**src/rtl/mips_pkg.sv**
```systemverilog
// Shared definitions for the MIPS multiply/divide unit.
//   XLEN   : operand width (only 32 is supported)
//   ITERS  : iteration cycles per MULT/MULTU/DIV/DIVU (equals XLEN)
//   muldiv_op_t    : 3-bit operation encoding presented on the op port
//   muldiv_state_t : sequencer states of the unit
package mips_pkg;

  localparam int XLEN  = 32;
  localparam int ITERS = 32;

  typedef enum logic [2:0] {
    MULT  = 3'd0,
    MULTU = 3'd1,
    DIV   = 3'd2,
    DIVU  = 3'd3,
    MTHI  = 3'd4,
    MTLO  = 3'd5
  } muldiv_op_t;

  typedef enum logic [1:0] {
    IDLE   = 2'd0,
    RUN    = 2'd1,
    FINISH = 2'd2
  } muldiv_state_t;

endpackage

```
**src/rtl/mips_muldiv_sign.sv**
```systemverilog
// Combinational conditional two's-complement negate.
// Used with W=32 as an abs() helper on operand entry (neg = signed op & msb)
// and with W=32/64 for the sign fix-up of quotient, remainder and product.
//   x   in  W  value
//   neg in  1  negate when high
//   y   out W  neg ? -x : x
module mips_muldiv_sign #(
  parameter int W = 32
) (
  input  logic [W-1:0] x,
  input  logic         neg,
  output logic [W-1:0] y
);

  assign y = neg ? (~x + {{(W-1){1'b0}}, 1'b1}) : x;

endmodule

```
**src/rtl/mips_muldiv_unit.sv**
```systemverilog
// Iterative multiply/divide unit with architectural HI/LO registers.
//   clk   in   1   rising-edge clock
//   rst   in   1   asynchronous reset, active-high
//   start in   1   request, sampled only while busy==0
//   op    in   3   muldiv_op_t (6 and 7 are ignored)
//   rs    in   32  operand A (dividend / multiplicand / MTHI/MTLO source)
//   rt    in   32  operand B (divisor / multiplier)
//   busy  out  1   high in RUN and FINISH; start is ignored while high
//   done  out  1   one-cycle pulse when hi/lo take a new mult/div result
//   hi    out  32  HI register (product[63:32] / remainder)
//   lo    out  32  LO register (product[31:0] / quotient)
// Handshake: a request is accepted on a rising edge where start=1 and
// busy=0; there is no back-pressure other than busy and no queuing.
// Operands are converted to magnitudes on entry; the 32 shift-add or
// restoring shift-subtract steps run unsigned on a separate accumulator,
// and signs are restored in FINISH when hi/lo are written.
module mips_muldiv_unit
  import mips_pkg::*;
(
  input  logic        clk,
  input  logic        rst,
  input  logic        start,
  input  logic [2:0]  op,
  input  logic [31:0] rs,
  input  logic [31:0] rt,
  output logic        busy,
  output logic        done,
  output logic [31:0] hi,
  output logic [31:0] lo
);

  muldiv_state_t state;
  logic [5:0]    count;
  logic [63:0]   acc;      // mult: {partial product, multiplier}; div: {remainder, quotient}
  logic [31:0]   opb;      // mult: multiplicand magnitude; div: divisor magnitude
  logic          sign_a;
  logic          sign_b;
  logic          is_div;

  // Operand entry: magnitudes for signed ops, raw values for unsigned ops.
  logic        signed_req;
  logic        rs_neg;
  logic        rt_neg;
  logic [31:0] abs_rs;
  logic [31:0] abs_rt;

  assign signed_req = (op == MULT) || (op == DIV);
  assign rs_neg     = signed_req & rs[31];
  assign rt_neg     = signed_req & rt[31];

  mips_muldiv_sign #(.W(32)) u_abs_rs (.x(rs), .neg(rs_neg), .y(abs_rs));
  mips_muldiv_sign #(.W(32)) u_abs_rt (.x(rt), .neg(rt_neg), .y(abs_rt));

  // Multiply step: conditionally add multiplicand to the upper half, then
  // shift the 65-bit {carry, sum, low} right by one.
  logic [32:0] mul_sum;
  logic [63:0] mul_next;

  assign mul_sum  = {1'b0, acc[63:32]} + (acc[0] ? {1'b0, opb} : 33'd0);
  assign mul_next = {mul_sum, acc[31:1]};

  // Restoring divide step. The shifted partial remainder keeps the bit that
  // falls out of acc[63], so divisors >= 2^31 are handled correctly.
  logic [32:0] rem_sh;
  logic [33:0] div_diff;
  logic [63:0] div_next;

  assign rem_sh   = acc[63:31];
  assign div_diff = {1'b0, rem_sh} - {2'b00, opb};
  assign div_next = div_diff[33] ? {rem_sh[31:0], acc[30:0], 1'b0}
                                 : {div_diff[31:0], acc[30:0], 1'b1};

  // Result sign fix-up.
  logic [63:0] prod_fix;
  logic [31:0] quot_fix;
  logic [31:0] rem_fix;

  mips_muldiv_sign #(.W(64)) u_fix_prod (.x(acc),        .neg(sign_a ^ sign_b), .y(prod_fix));
  mips_muldiv_sign #(.W(32)) u_fix_quot (.x(acc[31:0]),  .neg(sign_a ^ sign_b), .y(quot_fix));
  mips_muldiv_sign #(.W(32)) u_fix_rem  (.x(acc[63:32]), .neg(sign_a),          .y(rem_fix));

  assign busy = (state != IDLE);

  always_ff @(posedge clk or posedge rst) begin
    if (rst) begin
      state  <= IDLE;
      count  <= 6'd0;
      acc    <= 64'd0;
      opb    <= 32'd0;
      sign_a <= 1'b0;
      sign_b <= 1'b0;
      is_div <= 1'b0;
      hi     <= 32'd0;
      lo     <= 32'd0;
      done   <= 1'b0;
    end else begin
      done <= 1'b0;
      case (state)
        IDLE: begin
          if (start) begin
            case (op)
              MULT, MULTU: begin
                acc    <= {32'd0, abs_rt};
                opb    <= abs_rs;
                sign_a <= rs_neg;
                sign_b <= rt_neg;
                is_div <= 1'b0;
                count  <= 6'd0;
                state  <= RUN;
              end
              DIV, DIVU: begin
                acc    <= {32'd0, abs_rs};
                opb    <= abs_rt;
                sign_a <= rs_neg;
                sign_b <= rt_neg;
                is_div <= 1'b1;
                count  <= 6'd0;
                state  <= RUN;
              end
              MTHI:    hi <= rs;
              MTLO:    lo <= rs;
              default: ;
            endcase
          end
        end
        RUN: begin
          acc   <= is_div ? div_next : mul_next;
          count <= count + 6'd1;
          if (count == 6'(ITERS - 1)) state <= FINISH;
        end
        FINISH: begin
          if (is_div) begin
            // With a zero divisor every step "succeeds", leaving |rs| as the
            // remainder (restored to rs by the fix-up); only the quotient
            // needs forcing to all ones.
            lo <= (opb == 32'd0) ? 32'hFFFF_FFFF : quot_fix;
            hi <= rem_fix;
          end else begin
            {hi, lo} <= prod_fix;
          end
          done  <= 1'b1;
          state <= IDLE;
        end
        default: state <= IDLE;
      endcase
    end
  end

endmodule
```
**config.mk**
```make
export PLATFORM = sky130hd
export DESIGN_NAME = mips_muldiv_unit
export DESIGN_NICKNAME = d
export VERILOG_FILES = /design/src/rtl/mips_pkg.sv /design/src/rtl/mips_muldiv_sign.sv /design/src/rtl/mips_muldiv_unit.sv
export SDC_FILE = /design/constraint.sdc
export NUM_CORES = 1
export LEC_CHECK = 0
export BUFFER_PORTS_ARGS = -buffer_cell sky130_fd_sc_hd__buf_2
export CELL_PAD_IN_SITES_DETAIL_PLACEMENT = 1
export CELL_PAD_IN_SITES_GLOBAL_PLACEMENT = 2
export CORE_MARGIN = 1.5
export CORE_UTILIZATION = 29
export DETAILED_ROUTE_END_ITERATION = 6
export PLACE_DENSITY = 0.68
export SYNTH_ARGS = -nofsm -noshare
export SYNTH_HDL_FRONTEND = slang
export SYNTH_HIERARCHICAL = 1
export SYNTH_SLANG_ARGS = --single-unit
```
**constraint.sdc**
```tcl
create_clock -name clk -period 7.5 [get_ports clk]
set_clock_uncertainty 0.1 [all_clocks]
set_input_delay 1.125 -clock clk [delete_from_list [all_inputs] [get_ports clk]]
set_output_delay 1.125 -clock clk [all_outputs]
set_load 0.01 [all_outputs]
```
==> qor.log, run 1 <==
[status] run status finished, violations left
[status] violated checks DRC
[critical_path] element type at the critical path start flip-flop
[clocking] post-cts hold buffer count 0
[clocking] clock buffer depth 2
[drt] count of routing violations after the opening detailed-route iteration 1241
[clocking] Resized Gates After CTS 0
[timing] transition time at the pin with the least slew margin 1.27 ns
[clocking] TritonCTS clock tree yes
[critical_path] kind of capture point of the worst setup path flip-flop
[floorplan] Vert. Die Dim 248 um
[yosys] ys flop type sky130_fd_sc_hd__dfrtp_1
[yosys] total of warnings raised by yosys 6
[global_route] number of antenna violations at the first check in global routing 6
[floorplan] placeable core region 59100 um2
[critical_path] CP Data Required Time 7.74 ns
[drt] final WL 74800 um
[clocking] CTS H-Tree Depth 4
[global_route] combined global-route utilization of all metal layers 24.4%
[critical_path] Setup CP Type reg -> reg
[timing] worst path setup slack after routing 3.55 ns
[drt] Detail Route Antenna Nets 0
[critical_path] CP dominant cell by count sky130_fd_sc_hd__a21o_1
[critical_path] worst setup slack for register-to-register paths 3.55 ns
[timing] unrepaired setup endpoints after global routing no
[drt] number of search-and-repair iterations in the first detailed-routing pass 7
[clocking] clock-pin transition on the worst setup and hold timing paths 0.08 ns
[timing] final total negative setup slack 0 ns
[hold_path] class of the tightest hold or removal check reg -> reg
[finish] number of antenna diodes 0
[critical_path] cell with the largest stage delay on the worst path sky130_fd_sc_hd__dfrtp_1
[clocking] post-CTS repair timing setup buffer count 0
[finish] final core utilization 32.8%
[yosys] Netlist Area Pre-Place 17400 um2
[finish] most frequent standard cell in the layout excluding fill and tap cells sky130_fd_sc_hd__nand2_1
[critical_path] CP Data Arrival Time 4.19 ns
[drt] average wire length per cell after detail routing 25.0 um
[yosys] unique cell type count in the Yosys netlist 85
[finish] area of all placed cells without fillers 19400 um2
[power_and_ir_drop] VDD IR max 0.000228 V
[power_and_ir_drop] power per standard cell area 512 nW/um2
[floorplan] initial standard-cell utilization of the core 29.4%
[global_route] largest net degree at the start of global routing 97
[clocking] clock latency at the later pin of the worst-skew pair 0.48 ns
[yosys] Seq cells post-synth 172
[floorplan] top-level I/O count 136
[clocking] number of buffers created by CTS 17
[place] post-placement worst setup slack 3.58 ns
[floorplan] DIE WIDTH 248 um
[floorplan] Rows 89
[place] placed cell areas 18800 um2
[yosys] number of enable flip-flop cells after synthesis 0
[drt] Remaining DRCs 7
[place] global placer's final weighted congestion 0.870
[yosys] number of instances in the synthesized netlist 2146
[place] total placed cells including tap cells 2958
[timing] final cycle utilization of the critical path 52.6%
[finish] Final nets 2346
[critical_path] critical path's largest stage delay 0.70 ns
[yosys] proportion of synthesized chip area in sequential cells 24.8%
[power_and_ir_drop] static leakage 7.64 nW
[place] count of buffers inserted at the top-level ports 135
[timing] Final Max Slew Viols 0
[global_route] vias in the first global route 17200
[timing] maximum clock frequency 253 MHz
[finish] growth of design area from synthesis to finish 11.5%
[clocking] clock sink count 172
[finish] top library cells by usage in the layout, fill and taps aside sky130_fd_sc_hd__nand2_1, sky130_fd_sc_hd__xnor2_1, sky130_fd_sc_hd__o21ai_0, sky130_fd_sc_hd__dfrtp_1, sky130_fd_sc_hd__buf_2
[floorplan] full die area 61400 um2
[critical_path] critical path peak fanout 42
[timing] worst max-slew margin expressed relative to the limit 15.2%
[timing] number of endpoints with negative hold slack in the final report 0
[finish] final instance count without filler cells 2989
[yosys] share of synthesized registers carrying an async set or reset 100%
[finish] share of cells above drive strength 1 15.6%
[job] count of maximum capacitance violations 0
[clocking] root buffer cell sky130_fd_sc_hd__clkbuf_16
[timing] final critical delay including setup and external delays 3.95 ns
[drt] via total after detailed routing 17200
[place] dpl hpwl 57400 um
[global_route] total overflow reported by the global router 0
[critical_path] critical-path cell list ha_1 > a21o_1 > a31oi_1 > a21oi_1 > o21a_1 > a21oi_2 > a21o_1 > buf_4 > nor2_1 > a222oi_1 > o21ai_1
[timing] number of setup violations in the final report 0
[global_route] wire length of the first global-routing pass 112000 um
[yosys] total nets after synthesis 2288
[yosys] average cell area after synthesis 8.09 um2
[drt] Via density 5.77
-- synth_stat cells, types with 7 or more instances --
cell	n	area [um2]
sky130_fd_sc_hd__dfrtp_1	172	4300
sky130_fd_sc_hd__or2b_1	8	60.1
sky130_fd_sc_hd__a221o_1	16	160
sky130_fd_sc_hd__and2_1	36	225
sky130_fd_sc_hd__nor4_4	17	362
sky130_fd_sc_hd__o221ai_1	35	307
sky130_fd_sc_hd__o41ai_1	29	254
sky130_fd_sc_hd__nand3_1	53	265
sky130_fd_sc_hd__clkbuf_1	90	338
sky130_fd_sc_hd__o21ai_1	27	135
sky130_fd_sc_hd__nor2_1	132	495
sky130_fd_sc_hd__nor3_1	19	95.1
sky130_fd_sc_hd__o31ai_2	7	87.6
sky130_fd_sc_hd__a22oi_1	10	75.1
sky130_fd_sc_hd__buf_2	8	40.0
sky130_fd_sc_hd__o21bai_1	7	52.6
sky130_fd_sc_hd__or2_2	11	68.8
sky130_fd_sc_hd__a21o_1	31	233
sky130_fd_sc_hd__mux2_2	47	529
sky130_fd_sc_hd__inv_1	61	229
sky130_fd_sc_hd__xnor2_1	211	1850
sky130_fd_sc_hd__a31oi_1	74	463
sky130_fd_sc_hd__or3_1	18	113
sky130_fd_sc_hd__nand2_1	334	1250
sky130_fd_sc_hd__a21oi_1	80	400
sky130_fd_sc_hd__or4_1	8	60.1
sky130_fd_sc_hd__ha_1	70	876
sky130_fd_sc_hd__buf_1	15	56.3
sky130_fd_sc_hd__o21ai_0	181	906
sky130_fd_sc_hd__nand2b_1	25	156
sky130_fd_sc_hd__o41ai_2	20	325
sky130_fd_sc_hd__nor2b_1	10	62.6
sky130_fd_sc_hd__nand4_1	23	144
sky130_fd_sc_hd__o31ai_1	56	420
sky130_fd_sc_hd__xor2_1	33	289
sky130_fd_sc_hd__nor4_1	19	119
sky130_fd_sc_hd__mux2i_1	40	400
-- worst paths after layout --
check	start	endpoint	cells after the start
max	acc[35]$_DFFE_PP0P_	acc[48]$_DFFE_PP0P_	11
max reg2reg	acc[35]$_DFFE_PP0P_	acc[48]$_DFFE_PP0P_	11
max in group asynchronous	rst	acc[57]$_DFFE_PP0P_	3
min in group asynchronous	rst	lo[2]$_DFFE_PP0P_	2
min	count[5]$_DFFE_PP0P_	state[1]$_DFFE_PP0P_	1
min reg2reg	count[5]$_DFFE_PP0P_	state[1]$_DFFE_PP0P_	1
-- cell families (layout without fill, tap and decap cells) --
group | count (synthesis) | in the layout | share of synthesized area (%)
flip-flops | 172 | 172 | 24.8
buffers and inverters | 181 | 251 | 4.14
adder cells (fa/ha/maj) | 72 | 72 | 5.27
AO/OA/AOI/OAI | 630 | 630 | 25.4
AND/OR/NAND/NOR | 760 | 760 | 22.8
multiplexers | 87 | 87 | 5.35
XOR/XNOR | 244 | 244 | 12.3
-- worst max-delay path, delay by kind of cell, from the launching register on --
kind            cells  cell delay, ns
flops               1            0.70
fa+ha+maj           1            0.39
compound gates      8            1.89
buf+inv             1            0.40
simple gates        1            0.32
-- sequential cells by signal (all words and copies together) (netlist names) --
| signal | flops |
|---|---|
| opb | 32 |
| sign_b | 1 |
| lo | 32 |
| state | 2 |
| sign_a | 1 |
| count | 6 |
| hi | 32 |
| acc | 64 |
| is_div | 1 |
| done | 1 |
-- per-stage QoR --
| stage | power (W) | hold slack [ns] |
|---|---|---|
| final | 0.00991 | 0.369 |
| after global routing | 0.0107 | 0.402 |
| after CTS | 0.00992 | 0.373 |
| after detailed placement | 0.00895 | 0.364 |
| after global placement | 0.00881 | 0.361 |
| after floorplan | 0.00688 | 0.347 |
-- report_power, final --
part / total, W / switching, W / internal, W / leakage [nW]
clock: 0.000938 / 0.000452 / 0.000486 / 0.268
sequential: 0.00247 / 0.00110 / 0.00137 / 2.10
combinational: 0.00650 / 0.00375 / 0.00275 / 5.27
-- layout make-up --
class                      count  area, um2
sequential                   172       4310
timing repair buffer         159        856
tap                          773        967
multi-input combinational   1793      12400
clock buffer                  20        467
fill                        7053      39800
inverter                      61        234
clock inverter                11        111
-- routing by layer --
metal	vias up	track usage (%)	wire [um]
li1	7949	-	-
met1	8774	34.8	36000
met2	447	38.3	33600
met3	76	3.47	3640
met4	0	5.88	1550
met5	-	0	0
Note: power is estimated with default switching activity, not from simulation.
==> run 2, diff against run 1 <==
==> constraint.sdc (replaced) <==
create_clock -name clk -period 3.7 [get_ports clk]
set_clock_uncertainty 0.1 [all_clocks]
set_input_delay 0.555 -clock clk [delete_from_list [all_inputs] [get_ports clk]]
set_output_delay 0.555 -clock clk [all_outputs]
set_load 0.01 [all_outputs]
==> run 2 against run 1 <==
The run still ends with DRC left. Routed wire length increased by 4.4%. Final cell count grew 2.7%. Critical path type unchanged. Sequential share of layout area is 0.75 points lower. Clock power grew 100%. Highest routed layer unchanged. Largest power group unchanged. Critical path depth fell by 3. Combinational power rose by 130%. Die area is the same. Via count up 1.9%.
==> qor.log, run 2 (synthesis results as in run 1) <==
[status] run status finished, violations left
[status] violated checks DRC
[finish] flip-flop count of the largest register, all copies and words added 64 [unchanged]
[finish] most frequent standard cell in the layout excluding fill and tap cells sky130_fd_sc_hd__nand2_1
[power_and_ir_drop] static leakage 8.06 nW [+5.5%]
[timing] number of setup violations in the final report 0 [unchanged]
[finish] number of inserted filler cells in the final layout 7134 [+1.1%]
[finish] share of cells above drive strength 1 18.6% [+3.0 points]
[global_route] largest net degree at the start of global routing 87 [-10%]
[place] post-placement worst setup slack 0.276 ns [-3.30 ns]
[clocking] Resized Gates After CTS 0 [unchanged]
[critical_path] element type at the critical path start flip-flop
[power_and_ir_drop] VDD IR max 0.000434 V [+90%]
[drt] via total after detailed routing 17600 [+1.9%]
[timing] unrepaired setup endpoints after global routing no
[global_route] total overflow reported by the global router 0 [unchanged]
[timing] transition time at the pin with the least slew margin 1.16 ns [-0.112 ns]
[drt] Via density 5.72 [-0.82%]
[critical_path] worst setup slack for register-to-register paths 0.18 ns [-3.37 ns]
[job] count of maximum capacitance violations 0 [unchanged]
[place] count of buffers inserted at the top-level ports 135 [unchanged]
[critical_path] critical path peak fanout 15 [-64%]
[global_route] wire length of the first global-routing pass 117000 um [+4.0%]
[timing] final total negative setup slack 0 ns [unchanged]
[place] global placer's final weighted congestion 0.921 [+5.8%]
[critical_path] number of cells on the worst reg-to-reg path 8 [-3]
[critical_path] kind of capture point of the worst setup path flip-flop
[clocking] clock buffer depth 2 [unchanged]
[drt] Detail Route Antenna Nets 0 [unchanged]
[clocking] root buffer cell sky130_fd_sc_hd__clkbuf_16
[timing] final critical delay including setup and external delays 3.52 ns [-0.427 ns]
[clocking] clock sink count 172 [unchanged]
[critical_path] critical path's largest stage delay 0.63 ns [-0.07 ns]
[clocking] post-CTS repair timing setup buffer count 0 [unchanged]
[place] dpl hpwl 61100 um [+6.5%]
[finish] Final nets 2427 [+3.5%]
[floorplan] placeable core region 59100 um2 [unchanged]
[clocking] TritonCTS clock tree yes
[power_and_ir_drop] power per standard cell area 1050 nW/um2 [+100%]
[drt] average wire length per cell after detail routing 25.4 um [+1.6%]
[timing] maximum clock frequency 284 MHz [+12%]
[global_route] combined global-route utilization of all metal layers 25.5% [+1.2 points]
[global_route] number of antenna violations at the first check in global routing 2 [-4]
[critical_path] CP Data Required Time 4.01 ns [-3.73 ns]
[timing] number of endpoints with negative hold slack in the final report 0 [unchanged]
[finish] area of all placed cells without fillers 20000 um2 [+3.5%]
[finish] top library cells by usage in the layout, fill and taps aside sky130_fd_sc_hd__nand2_1, sky130_fd_sc_hd__xnor2_1, sky130_fd_sc_hd__o21ai_0, sky130_fd_sc_hd__dfrtp_1, sky130_fd_sc_hd__buf_2
[timing] worst max-slew margin expressed relative to the limit 22.7% [+7.5 points]
[drt] final WL 78100 um [+4.4%]
[timing] final cycle utilization of the critical path 95.2% [+43 points]
[critical_path] critical-path cell list or4_4 > nor4_4 > nand4_4 > o31ai_1 > xnor2_1 > mux2i_1 > o21ai_0 > mux2_2
[floorplan] DIE WIDTH 248 um [unchanged]
[timing] Final Max Slew Viols 0 [unchanged]
[critical_path] Setup CP Type reg -> reg
[finish] number of antenna diodes 0 [unchanged]
[critical_path] CP Data Arrival Time 3.83 ns [-0.36 ns]
[clocking] CTS H-Tree Depth 4 [unchanged]
[hold_path] class of the tightest hold or removal check in -> async
[floorplan] top-level I/O count 136 [unchanged]
[clocking] number of buffers created by CTS 17 [unchanged]
[clocking] clock-pin transition on the worst setup and hold timing paths 0.08 ns [about the same]
[clocking] post-cts hold buffer count 0 [unchanged]
[floorplan] Rows 89 [unchanged]
[finish] growth of design area from synthesis to finish 15.4%
[global_route] vias in the first global route 17800 [+3.4%]
[floorplan] initial standard-cell utilization of the core 29.4% [unchanged]
[finish] largest reg by FF count acc
[drt] number of search-and-repair iterations in the first detailed-routing pass 7 [unchanged]
[timing] worst path setup slack after routing 0.178 ns [-3.37 ns]
[drt] Remaining DRCs 7 [unchanged]
[critical_path] worst reg2reg path endpoint hi[19]$_DFFE_PP0P_
[place] placed cell areas 19500 um2 [+3.6%]
[critical_path] launch instance of the worst register-to-register path acc[21]$_DFFE_PP0P_
[critical_path] cell with the largest stage delay on the worst path sky130_fd_sc_hd__or4_4
[floorplan] full die area 61400 um2 [unchanged]
[floorplan] Vert. Die Dim 248 um [unchanged]
[clocking] clock latency at the later pin of the worst-skew pair 0.48 ns [about the same]
[drt] count of routing violations after the opening detailed-route iteration 1183 [-4.7%]
==> run 2: cell types whose count changed in the layout (fill, tap and decap cells not counted), sizes merged <==
cell,previous run,this run
inv,64,68
clkbuf,20,17
clkinv,2,3
buf,159,240
clkinvlp,5,4
==> run 2: power by group <==
group | leakage, nW | switching, W | internal (W)
registers | 2.10 | 0.00132 | 0.00279
clock network | 0.276 | 0.000959 | 0.000951
logic | 5.69 | 0.00881 | 0.00615
==> run 2: metrics by stage <==
| stage | cells | power [W] | utilization (%) | hold WS [ns] |
|---|---|---|---|---|
| after floorplan | 2146 | 0.0139 | - | 0.347 |
| after global placement | 3039 | 0.0187 | 32.9 | 0.362 |
| after detailed placement | 3039 | 0.0190 | 32.9 | 0.370 |
| after CTS | 3071 | 0.0210 | 33.9 | 0.0298 |
| after global routing | 3071 | 0.0226 | 33.9 | 0.0393 |
| final | 3071 | 0.0210 | 33.9 | 0.0224 |
==> run 2: how the worst max path moves through the flow <==
stage,start,end,slack [ns],depth (start not counted)
4_1_cts,acc[21]$_DFFE_PP0P_,hi[19]$_DFFE_PP0P_,0.26,8
3_5_place_dp,acc[21]$_DFFE_PP0P_,hi[19]$_DFFE_PP0P_,0.28,8
2_1_floorplan,acc[0]$_DFFE_PP0P_,acc[63]$_DFFE_PP0P_,0.37,14
3_3_place_gp,acc[48]$_DFFE_PP0P_,hi[28]$_DFFE_PP0P_,0.33,10
5_1_grt,acc[42]$_DFFE_PP0P_,acc[48]$_DFFE_PP0P_,0.005,11
6_report,acc[21]$_DFFE_PP0P_,hi[19]$_DFFE_PP0P_,0.18,8
==> run 2: routing by layer <==
metal	vias to the layer above	GRT usage, %	share of wire [%]
met1	8827	35.7	47
li1	8143	-	-
met5	-	0	0
met4	0	7.88	3.0
met3	99	4.98	5.8
met2	504	39.4	44
==> run 2: worst max-delay path, delay by kind of cell (launching register included) <==
kind	cells	cell delay, ns
xor+xnor	1	0.15
flops	1	0.48
simple gates	3	1.57
compound gates	2	0.83
mux	2	0.33
==> run 2: layout make-up <==
cell class	instances	area [um2]	area share, %
multi-input combinational	1793	12400	62.0
tap	773	967	4.83
clock buffer	17	425	2.12
timing repair buffer	240	1540	7.68
sequential	172	4310	21.5
clock inverter	15	150	0.749
inverter	61	233	1.16
